==> src/rtl/powlib_ffsync_ctrl.sv <==
// Source-side controller for a toggle-handshake data synchronizer: holds a word,
// waits a setup time, toggles req and waits for the far side to echo it on ack.
module powlib_ffsync_ctrl #(
    parameter int unsigned    W    = 8,
    parameter logic [W-1:0]   INIT = '0,
    parameter int unsigned    SU   = 1,
    parameter int unsigned    TO   = 0
) (
    input  logic         clk,
    input  logic         rst,
    input  logic [W-1:0] in_d,
    input  logic         in_vld,
    output logic         in_rdy,
    output logic [W-1:0] out_d,
    output logic         req,
    input  logic         ack,
    output logic         done,
    output logic         err
);

    localparam int unsigned CMAX = (SU > TO) ? ((SU > 2) ? SU : 2)
                                             : ((TO > 2) ? TO : 2);
    localparam int unsigned CW   = $clog2(CMAX);

    localparam logic [CW-1:0] SU_LAST = CW'(SU - 1);
    localparam logic [CW-1:0] TO_LAST = CW'((TO != 0) ? TO - 1 : 0);

    typedef enum logic [1:0] {
        IDLE  = 2'd0,
        SETUP = 2'd1,
        WAIT  = 2'd2,
        ERR   = 2'd3
    } state_t;

    state_t          state;
    state_t          state_next;
    logic [CW-1:0]   su_cnt;
    logic [CW-1:0]   to_cnt;

    logic            accept;
    logic            toggle;
    logic            ack_hit;
    logic            to_fire;

    assign in_rdy = (state == IDLE);

    // NOTE: every signal gets a default before the case, so no path leaves a
    // value unassigned and no latch is inferred.
    always_comb begin
        state_next = state;
        accept     = 1'b0;
        toggle     = 1'b0;
        ack_hit    = 1'b0;
        to_fire    = 1'b0;
        unique case (state)
            IDLE: begin
                if (in_vld) begin
                    accept     = 1'b1;
                    state_next = SETUP;
                end
            end
            SETUP: begin
                if (su_cnt == SU_LAST) begin
                    toggle     = 1'b1;
                    state_next = WAIT;
                end
            end
            WAIT: begin
                // A matching ack beats a timeout landing on the same edge.
                if (ack == req) begin
                    ack_hit    = 1'b1;
                    state_next = IDLE;
                end else if ((TO != 0) && (to_cnt == TO_LAST)) begin
                    to_fire    = 1'b1;
                    state_next = ERR;
                end
            end
            ERR: begin
                state_next = ERR;
            end
            default: begin
                state_next = IDLE;
            end
        endcase
    end

    // NOTE: sequential state uses non-blocking assignments so every register
    // samples pre-edge values regardless of statement order.
    always_ff @(posedge clk) begin
        if (rst) begin
            state <= IDLE;
        end else begin
            state <= state_next;
        end
    end

    always_ff @(posedge clk) begin
        if (rst) begin
            out_d  <= INIT;
            req    <= 1'b0;
            done   <= 1'b0;
            err    <= 1'b0;
            su_cnt <= '0;
            to_cnt <= '0;
        end else begin
            done <= ack_hit;
            if (to_fire) begin
                err <= 1'b1;
            end
            if (accept) begin
                out_d  <= in_d;
                su_cnt <= '0;
            end else if ((state == SETUP) && !toggle) begin
                su_cnt <= su_cnt + CW'(1);
            end
            // Counters stop at their terminal value instead of wrapping.
            if (toggle) begin
                req    <= ~req;
                to_cnt <= '0;
            end else if ((TO != 0) && (state == WAIT) && (ack != req) && !to_fire) begin
                to_cnt <= to_cnt + CW'(1);
            end
        end
    end

endmodule

==> config.mk <==
export PLATFORM = sky130hd
export DESIGN_NAME = powlib_ffsync_ctrl
export DESIGN_NICKNAME = d
export VERILOG_FILES = /design/src/rtl/powlib_ffsync_ctrl.sv
export SDC_FILE = /design/constraint.sdc
export NUM_CORES = 1
export LEC_CHECK = 0
export CAP_MARGIN = 20
export CORE_UTILIZATION = 42
export CTS_CLUSTER_SIZE = 25
export DETAILED_ROUTE_END_ITERATION = 6
export PLACE_DENSITY = 0.77
export SLEW_MARGIN = 5
export SYNTH_ARGS = -nofsm -noshare
export SYNTH_HDL_FRONTEND = slang
export SYNTH_SLANG_ARGS = --single-unit
==> constraint.sdc <==
create_clock -name clk -period 5.2 [get_ports clk]
set_clock_uncertainty 0.15 [all_clocks]
set_input_delay 1.04 -clock clk [delete_from_list [all_inputs] [get_ports clk]]
set_output_delay 1.04 -clock clk [all_outputs]
set_load 0.02 [all_outputs]
==> results by group, run 1 <==
GRT
  • Number of global-route vias before repair: around 440
  • Largest net degree at the start of global routing: 16
  • Gr ovfl total: 0
  • First-pass GRT wire length: 1.92 mm
  • Initial antenna violation count: 0
  • All-layer global routing usage: about a fifth

Setup path
  • Worst setup EP type: output pin
  • Crit path DAT: roughly 1.6 ns
  • Crit Path Max Fanout: 4
  • Crit path to: in_rdy
  • RR Startpoint: state[1]
  • Cells on worst reg2reg path: 4
  • WS Path Type: reg2out
  • FF-to-FF setup slack: 3.38 ns
  • WP data required: 4.01 ns
  • FF-to-FF End: state[0]
  • CP Launch Point: state[0]
  • CP startpoint kind: register

Die
  • Rows: 12
  • Core area: between 1000 and 1500 um^2
  • Die H: 38.5 um
  • Die W: 38.5 um
  • Initial Util: 47.8%
  • Die area: about 1500 um^2
  • IO Pins: 24

Place
  • Post-placement cell area: approximately 780 um^2
  • GP Congestion: between 0.7 and 0.8
  • Dpl cells: a little under 100
  • IO Port Bufs: 22
  • HPWL after detailed placement: 840 um

STA
  • Final max-slew violation count: 0
  • Fmax: about 360 MHz
  • Setup TNS: 0 ns
  • RSZ-0062 raised after global routing: no
  • Slew Limit Headroom: 65.6%
  • Fin. Hold Viols: 0
  • Setup Viol. Count Final: 0
  • Slew @ Worst Pin: roughly 0.51 ns
  • Tcrit/Tclk final: around 54%
  • Tmin final: about 2.8 ns

CTS
  • Root Driver: clkbuf_4
  • Num CTS Buffers: 3
  • Clock-pin slew on the worst setup and hold paths: about 0.07 ns
  • Resize count post-CTS: 0
  • Max clock buf depth: 2
  • Postcts setup bufs: 0
  • CTS tree: yes
  • Clk sinks: 13
  • Cts hold-fix bufs: 0
  • H-tree depth: 1
  • Latest clock arrival within the worst-skew pair: ~0.28 ns

Flow run
  • Maxcap violations: 0

Finish
  • Most common cell after layout, fill and taps aside: clkdlybuf4s50_1
  • Share of cells above drive strength 1: about 5.7%
  • Util after Layout: about 69%
  • Layout area overhead: 44.5%
  • Layout Nets: 106
  • Design area: approximately 810 um^2
  • Diode count: 0
  • Highest-count cells in the layout ignoring fill and taps: clkdlybuf4s50_1, nand2_1, dfxtp_1
  • Fillers: between 100 and 150
  • Final cell count without fillers: ~100

Synth
  • Sequential share of the synthesized area: between 40 and 50%
  • Post-Syn Nets: 82
  • Synth unique cells: 18
  • Mapped Area: 559 um^2
  • Synth warn: 0
  • Syn_area_per_cell: 8.60 um^2
  • Synth Register Bits: 13
  • Post-Synthesis Cells: 65

Detailed routing
  • Vias per inst: 4.88
  • DRC: 0
  • Initial drt markers: 14
  • Router iterations before antenna repair: 4
  • WL/cell: 11.2 um
  • Final wirelength: about 1.1 mm
  • Routed Antenna Nets: 0
  • Via count: 498

Hold path
  • HP Class: reg2reg
  • Min-Delay Path Depth: 2

Pwr
  • VDD IR max: between 0.2 and 0.3 mV
  • PwrDens: 374 nW/um^2
  • Total power: between 0.3 and 0.4 mW
  • P_leak: about 0.32 nW

Status
  • Outcome: complete, no violations
## logic make-up after synthesis
group / count (synthesis) / share of synthesized area, %
muxes: 2 / 4.03
and+or+nand+nor: 27 / 20.8
adders and majority gates: 5 / 11.2
AOI/OAI and AO/OA: 9 / 8.95
other: 1 / 0.670
buffers and inverters: 6 / 4.70
DFF: 13 / 46.5
xor gates and xnor gates: 2 / 3.13
## worst max-delay path: stages, from the launching register on
cell and delay [ns]:
dfxtp_1 0.33, inv_1 0.14, ha_1 0.23, clkdlybuf4s50_1 0.62
## registers in the layout, summed over array words and instances (netlist names)
| signal | count |
|---|---|
| out_d | 8 |
| state | 2 |
| done | 1 |
| req | 1 |
| su_cnt | 1 |
## routing by layer
metal | part of all wire [%] | GRT usage, % | vias to the layer above
li1 | - | - | 253
met1 | 44 | 23.9 | 222
met2 | 47 | 29.6 | 18
met3 | 6.6 | 8.72 | 5
met4 | 2.0 | 7.76 | 0
met5 | 0 | 0 | -
## worst min-delay path by stage
stage	start	endpoint	slack, ns
detailed placement	out_d[4]	out_d[4]	0.30
CTS	out_d[4]	out_d[4]	0.31
finish	out_d[5]	out_d[5]	0.30
global route	out_d[6]	out_d[6]	0.33
floorplan	su_cnt	su_cnt	0.32
global placement	out_d[7]	out_d[7]	0.29
## metrics by stage
stage	setup WS [ns]	hold slack, ns
floorplan	3.08	0.323
global placement	2.56	0.291
detailed placement	2.52	0.297
CTS	2.41	0.308
global route	2.34	0.332
finish	2.42	0.303
## Yosys cell counts
library cell	number	share of area, %
inv_1	3	2.0
a21oi_1	8	7.2
a222oi_1	1	1.8
nor2_1	5	3.4
nor3b_1	1	1.3
and2_1	1	1.1
clkbuf_1	2	1.3
dfxtp_1	13	47
mux2_2	2	4.0
xor2_1	1	1.6
xnor2_1	1	1.6
conb_1	1	0.67
nor3_1	1	0.89
ha_1	5	11
nand2_1	17	11
buf_4	1	1.3
nor4b_1	1	1.6
nor2b_1	1	1.1
## power breakdown
part           switching, mW  internal [mW]  leakage, nW  total (mW)
combinational         0.0617         0.0552        0.202       0.117
clock                 0.0312         0.0298       0.0150      0.0610
sequential            0.0102          0.114        0.106       0.124
## layout make-up
cell class | instances | area [um^2] | area share, %
well taps | 14 | 17.5 | 2.17
clock buffers | 4 | 26.3 | 3.25
flip-flops and latches | 13 | 260 | 32.2
multi-input cells | 46 | 273 | 33.7
inverters | 3 | 11.3 | 1.39
repair buffers | 22 | 220 | 27.2
Note: power is estimated with default switching activity, not from simulation.
==> run 2: changes to the inputs <==
--- a/config.mk
+++ b/config.mk
@@ -6,10 +6,10 @@
 export NUM_CORES = 1
 export LEC_CHECK = 0
 export CAP_MARGIN = 20
-export CORE_UTILIZATION = 42
+export CORE_UTILIZATION = 35
 export CTS_CLUSTER_SIZE = 25
 export DETAILED_ROUTE_END_ITERATION = 6
-export PLACE_DENSITY = 0.77
+export PLACE_DENSITY = 0.68
 export SLEW_MARGIN = 5
 export SYNTH_ARGS = -nofsm -noshare
 export SYNTH_HDL_FRONTEND = slang
==> constraint.sdc (replaced) <==
create_clock -name clk -period 2.5 [get_ports clk]
set_clock_uncertainty 0.15 [all_clocks]
set_input_delay 0.5 -clock clk [delete_from_list [all_inputs] [get_ports clk]]
set_output_delay 0.5 -clock clk [all_outputs]
set_load 0.02 [all_outputs]
==> run 2 against run 1 <==
  * Critical path depth unchanged
  * Sequential power increased by 110%
  * Final cell count increased by 2.0%
  * Worst setup slack got worse by 2.2 ns
  * Sequential share of layout area decreased by 0.099 points
  * Critical path type unchanged
  * Routed wire length increased by 3.6%
  * Non-clock buffer count unchanged
  * Largest cell class unchanged
==> results by group, run 2 (synthesis results as in run 1) <==
Status
  • Outcome: complete, no violations (unchanged)

CTS
  • Num CTS Buffers: 3 (unchanged)
  • Clk sinks: 13 (unchanged)
  • H-tree depth: 1 (unchanged)
  • Resize count post-CTS: 0 (unchanged)
  • Cts hold-fix bufs: 0 (unchanged)
  • Root Driver: clkbuf_4 (unchanged)
  • CTS tree: yes (unchanged)
  • Max clock buf depth: 2 (unchanged)
  • Clock-pin slew on the worst setup and hold paths: 0.08 ns (was 0.07 ns)
  • Postcts setup bufs: 0 (unchanged)
  • Latest clock arrival within the worst-skew pair: 0.27 ns (was 0.28 ns)

Detailed routing
  • Router iterations before antenna repair: 4 (unchanged)
  • Vias per inst: 4.84 (was 4.88)
  • Initial drt markers: 8 (was 14)
  • WL/cell: 11.4 um (was 11.2 um)
  • Final wirelength: 1.19 mm (was 1.15 mm)
  • Routed Antenna Nets: 0 (unchanged)
  • DRC: 0 (unchanged)
  • Via count: 503 (was 498)

STA
  • Slew @ Worst Pin: 0.515 ns (was 0.514 ns)
  • Fmax: roughly 440 MHz
  • Setup Viol. Count Final: 0 (unchanged)
  • Fin. Hold Viols: 0 (unchanged)
  • Tcrit/Tclk final: between 90% and 100%
  • Tmin final: 2.27 ns
  • RSZ-0062 raised after global routing: no (unchanged)
  • Final max-slew violation count: 0 (unchanged)
  • Slew Limit Headroom: 65.5% (was 65.6%)
  • Setup TNS: 0 ns (unchanged)

Finish
  • Top flop regs: out_d: 8 flops, state: 2 flops (unchanged)
  • Layout Nets: 106 (unchanged)
  • Highest-count cells in the layout ignoring fill and taps: clkdlybuf4s50_1, nand2_1, dfxtp_1 (unchanged)
  • Layout area overhead: 45.0% (was 44.5%)
  • Design area: 811 um^2 (was 808 um^2)
  • Register with the most flip-flops: out_d (unchanged)
  • Largest register FFs: 8 (unchanged)
  • Diode count: 0 (unchanged)
  • Share of cells above drive strength 1: 5.68% (unchanged)
  • Most common cell after layout, fill and taps aside: clkdlybuf4s50_1 (unchanged)

GRT
  • All-layer global routing usage: 14.2% (was 19.5%)
  • First-pass GRT wire length: 1.93 mm (was 1.92 mm)
  • Gr ovfl total: 0 (unchanged)
  • Largest net degree at the start of global routing: 16 (unchanged)
  • Initial antenna violation count: 0 (unchanged)
  • Number of global-route vias before repair: 465 (was 436)

Setup path
  • WP data required: 1.85 ns (was 4.01 ns)
  • CP startpoint kind: register (unchanged)
  • Crit Path Max Fanout: 4 (unchanged)
  • Worst setup EP type: output pin (unchanged)
  • Crit path DAT: 1.62 ns (was 1.59 ns)
  • WS Path Type: reg2out (unchanged)

Place
  • HPWL after detailed placement: 872 um (was 840 um)
  • GP Congestion: 0.684 (was 0.751)
  • IO Port Bufs: 22 (unchanged)
  • Post-placement cell area: 785 um^2 (was 782 um^2)

Die
  • IO Pins: 24 (unchanged)
  • Die W: 42.0 um (was 38.5 um)
  • Die area: 1760 um^2 (was 1480 um^2)
  • Rows: 14 (was 12)
  • Die H: 42.0 um (was 38.5 um)
  • Initial Util: 37.1% (was 47.8%)
  • Core area: 1510 um^2 (was 1170 um^2)

Pwr
  • P_leak: 0.324 nW (unchanged)
  • Total power: 0.630 mW (was 0.302 mW)
  • VDD IR max: 0.359 mV (was 0.265 mV)
  • PwrDens: 777 nW/um^2 (was 374 nW/um^2)

Flow run
  • Maxcap violations: 0 (unchanged)

Hold path
  • HP Class: reg2reg (unchanged)
[run 2: cell counts in the layout (fill, tap and decap cells not counted)]
No cell type changed its count.
[run 2: layout make-up]
class	instances	area, um^2
timing repair buffer	22	220
multi-input combinational	46	273
fill	157	696
sequential	13	260
clock buffer	4	26.3
tap	16	20.0
inverter	3	11.3
[run 2: critical path, cell delays in order, from the launching register on]
cell	delay [ns]
dfxtp_1	0.34
inv_1	0.15
ha_1	0.24
clkdlybuf4s50_1	0.62
[run 2: final timing paths]
| kind | startpoint | to | slack [ns] | cells after the start |
|---|---|---|---|---|
| worst min-delay path | out_d[5] | out_d[5] | 0.31 | 2 |
| worst max register to register | state[0] | state[1] | 0.72 | 4 |
| worst min register to register | out_d[5] | out_d[5] | 0.31 | 2 |
| worst max-delay path | state[0] | in_rdy | 0.23 | 3 |
[run 2: metrics by stage]
stage / utilization (%) / setup WS (ns) / hold slack [ns] / std cells
detailed placement: 52.1 / 0.392 / 0.297 / 100
CTS: 53.8 / 0.238 / 0.309 / 104
finish: 53.8 / 0.230 / 0.306 / 104
floorplan: - / 0.770 / 0.323 / 65
global placement: 52.1 / 0.433 / 0.293 / 100
global route: 53.8 / 0.153 / 0.334 / 104
[run 2: report_power, final]
group	switching, mW	internal, mW	total, mW
Sequential	0.0203	0.237	0.257
Combinational	0.128	0.116	0.244
Clock	0.0668	0.0618	0.129
[run 2: routing by layer]
layer	share of wire (%)	up-vias	GRT usage, %
met4	1.8	0	5.81
met3	7.8	2	3.02
met1	44	228	17.2
li1	-	254	-
met2	46	19	24.4
met5	0	-	0
==> run 3: changes to the inputs <==
--- a/config.mk
+++ b/config.mk
@@ -6,10 +6,12 @@
 export NUM_CORES = 1
 export LEC_CHECK = 0
 export CAP_MARGIN = 20
-export CORE_UTILIZATION = 35
+export CORE_UTILIZATION = 38
+export CTS_BUF_LIST = sky130_fd_sc_hd__clkbuf_2 sky130_fd_sc_hd__clkbuf_4 sky130_fd_sc_hd__clkbuf_8
 export CTS_CLUSTER_SIZE = 25
 export DETAILED_ROUTE_END_ITERATION = 6
-export PLACE_DENSITY = 0.68
+export PLACE_DENSITY = 0.73
+export SKIP_CTS_REPAIR_TIMING = 1
 export SLEW_MARGIN = 5
 export SYNTH_ARGS = -nofsm -noshare
 export SYNTH_HDL_FRONTEND = slang
==> run 3 against run 2 <==
  * Clock power is 7% higher
  * Routed wire length shrank 8.1%
  * Total power up 0.67%
  * Non-clock buffer count stayed put
  * Critical path depth unchanged
  * Via count down 3.0%
  * Sequential share of layout area down 0.099 points
  * Core utilization grew 7.2 points
  * Sequential power hardly changed
  * Worst setup slack improved by 0.031 ns
  * Critical endpoint unchanged
  * Count of clock-buffer cells in the layout unchanged
  * Hold slack lost 0.0035 ns
==> results by group, run 3 (synthesis results as in run 1) <==
Pwr
  • Int Power: 0.425 mW (was 0.414 mW)
  • VDD IR max: 0.482 mV (was 0.359 mV)
  • Sw Share: 32.9% (was 34.2%)
  • Clock share of power: 21.7% (was 20.4%)
  • Net Sw Power: 0.209 mW (was 0.215 mW)
  • PwrDens: 780 nW/um^2 (was 777 nW/um^2)
  • Total power: 0.634 mW (was 0.630 mW)
  • Seq pwr share: 40.4% (was 40.9%)
  • Part of the power in combinational logic: 37.9% (was 38.7%)
  • P_leak: 0.327 nW (was 0.324 nW)

Detailed routing
  • Vias per inst: 4.74 (was 4.84)
  • Via count: 488 (was 503)
  • Routed Antenna Nets: 0 (unchanged)
  • Router iterations before antenna repair: 4 (unchanged)
  • Initial drt markers: 6 (was 8)
  • Final wirelength: 1.09 mm (was 1.19 mm)
  • WL/cell: 10.6 um (was 11.4 um)
  • DRC: 0 (unchanged)

GRT
  • Gr ovfl total: 0 (unchanged)
  • Initial antenna violation count: 0 (unchanged)
  • Number of global-route vias before repair: 413 (was 465)
  • Largest net degree at the start of global routing: 16 (unchanged)
  • First-pass GRT wire length: 1.65 mm (was 1.93 mm)
  • All-layer global routing usage: 16.2% (was 14.2%)

Die
  • Die H: 40.4 um (was 42.0 um)
  • Core area: 1330 um^2 (was 1510 um^2)
  • Die area: 1630 um^2 (was 1760 um^2)
  • Initial Util: 41.9% (was 37.1%)
  • IO Pins: 24 (unchanged)
  • Rows: 13 (was 14)
  • Die W: 40.4 um (was 42.0 um)

Finish
  • Util after Layout: 61.0% (was 53.8%)
  • Most common cell after layout, fill and taps aside: clkdlybuf4s50_1 (unchanged)
  • Register with the most flip-flops: out_d (unchanged)
  • Diode count: 0 (unchanged)
  • Top flop regs: out_d: 8 flops, state: 2 flops (unchanged)
  • Highest-count cells in the layout ignoring fill and taps: clkdlybuf4s50_1, nand2_1, dfxtp_1 (unchanged)
  • Share of cells above drive strength 1: 6.82% (was 5.68%)
  • Largest register FFs: 8 (unchanged)
  • Layout Nets: 106 (unchanged)
  • Layout area overhead: 45.4% (was 45.0%)

Setup path
  • RR Startpoint: state[1] (was state[0])
  • WP data required: 1.85 ns (about the same)
  • FF-to-FF setup slack: 0.67 ns (was 0.72 ns)
  • Cells on worst reg2reg path: 4 (unchanged)
  • Crit path DAT: 1.59 ns (was 1.62 ns)
  • WS Path Type: reg2out (unchanged)
  • Worst setup EP type: output pin (unchanged)
  • CP Launch Point: state[1] (was state[0])
  • CP startpoint kind: register (unchanged)
  • Crit path to: in_rdy (unchanged)
  • FF-to-FF End: state[1] (unchanged)
  • Crit Path Max Fanout: 4 (unchanged)

CTS
  • Clk sinks: 13 (unchanged)
  • Latest clock arrival within the worst-skew pair: 0.27 ns (about the same)
  • Max clock buf depth: 2 (unchanged)
  • Root Driver: clkbuf_4 (unchanged)
  • CTS tree: yes (unchanged)
  • Num CTS Buffers: 3 (unchanged)
  • H-tree depth: 1 (unchanged)
  • Clock-pin slew on the worst setup and hold paths: 0.08 ns (about the same)

STA
  • Fin worst setup slack: 0.261 ns (was 0.230 ns)
  • Tmin final: 2.24 ns (was 2.27 ns)
  • RSZ-0062 raised after global routing: no (unchanged)
  • Slew Limit Headroom: 64.6% (was 65.5%)
  • Fin. Hold Viols: 0 (unchanged)
  • Fmax: 447 MHz (was 440 MHz)
  • Final max-slew violation count: 0 (unchanged)
  • Tcrit/Tclk final: 89.6% (was 90.8%)
  • Setup TNS: 0 ns (unchanged)
  • Setup Viol. Count Final: 0 (unchanged)
  • Slew @ Worst Pin: 0.529 ns (was 0.515 ns)

Place
  • HPWL after detailed placement: 800 um (was 872 um)
  • IO Port Bufs: 22 (unchanged)
  • Setup WS pre-CTS: 0.352 ns (was 0.392 ns)
  • GP Congestion: 0.660 (was 0.684)

Hold path
  • HP Class: reg2reg (unchanged)

Flow run
  • Maxcap violations: 0 (unchanged)

Status
  • Outcome: complete, no violations (unchanged)
## run 3: cell counts in the layout (fill, tap and decap cells not counted)
Identical to the previous run, type by type.
## run 3: area by class of cell
class / count / area (um^2)
multi-input cells: 46 / 273
inverters: 3 / 11.3
fillers: 123 / 520
repair buffers: 22 / 220
well taps: 15 / 18.8
flip-flops and latches: 13 / 260
clock buffers: 4 / 30.0
## run 3: worst max-delay path: stages (launching register included)
cell	delay (ns)
dfxtp_1	0.34
inv_1	0.13
ha_1	0.23
clkdlybuf4s50_1	0.62
## run 3: per-layer routing
| layer | vias up | global-route usage (%) | share of wire, % |
|---|---|---|---|
| li1 | 256 | - | - |
| met1 | 209 | 17.9 | 47 |
| met2 | 19 | 25.4 | 42 |
| met3 | 4 | 6.67 | 8.4 |
| met4 | 0 | 10.0 | 2.0 |
| met5 | - | 0 | 0 |
## run 3: metrics by stage
step,std cells,instance area (um^2),hold WS [ns]
2_1_floorplan,65,559,0.323
3_3_place_gp,99,783,0.291
3_5_place_dp,99,783,0.295
4_1_cts,103,813,0.307
5_1_grt,103,813,0.332
6_report,103,813,0.303
## run 3: how the worst min path moves through the flow
stage / start / endpoint / cells past startpoint
after global placement: out_d[2] / out_d[2] / 2
after global routing: out_d[0] / out_d[0] / 2
after CTS: out_d[5] / out_d[5] / 2
after floorplan: su_cnt / su_cnt / 1
final: out_d[5] / out_d[5] / 2
after detailed placement: out_d[5] / out_d[5] / 2
## run 3: power by group through the flow
| stage | clock network [mW] | logic, mW | registers [mW] |
|---|---|---|---|
| detailed placement | 0 | 0.242 | 0.261 |
| floorplan | 0 | 0.121 | 0.288 |
| global placement | 0 | 0.238 | 0.260 |
| finish | 0.138 | 0.240 | 0.256 |
| CTS | 0.143 | 0.243 | 0.256 |
| global route | 0.158 | 0.263 | 0.262 |
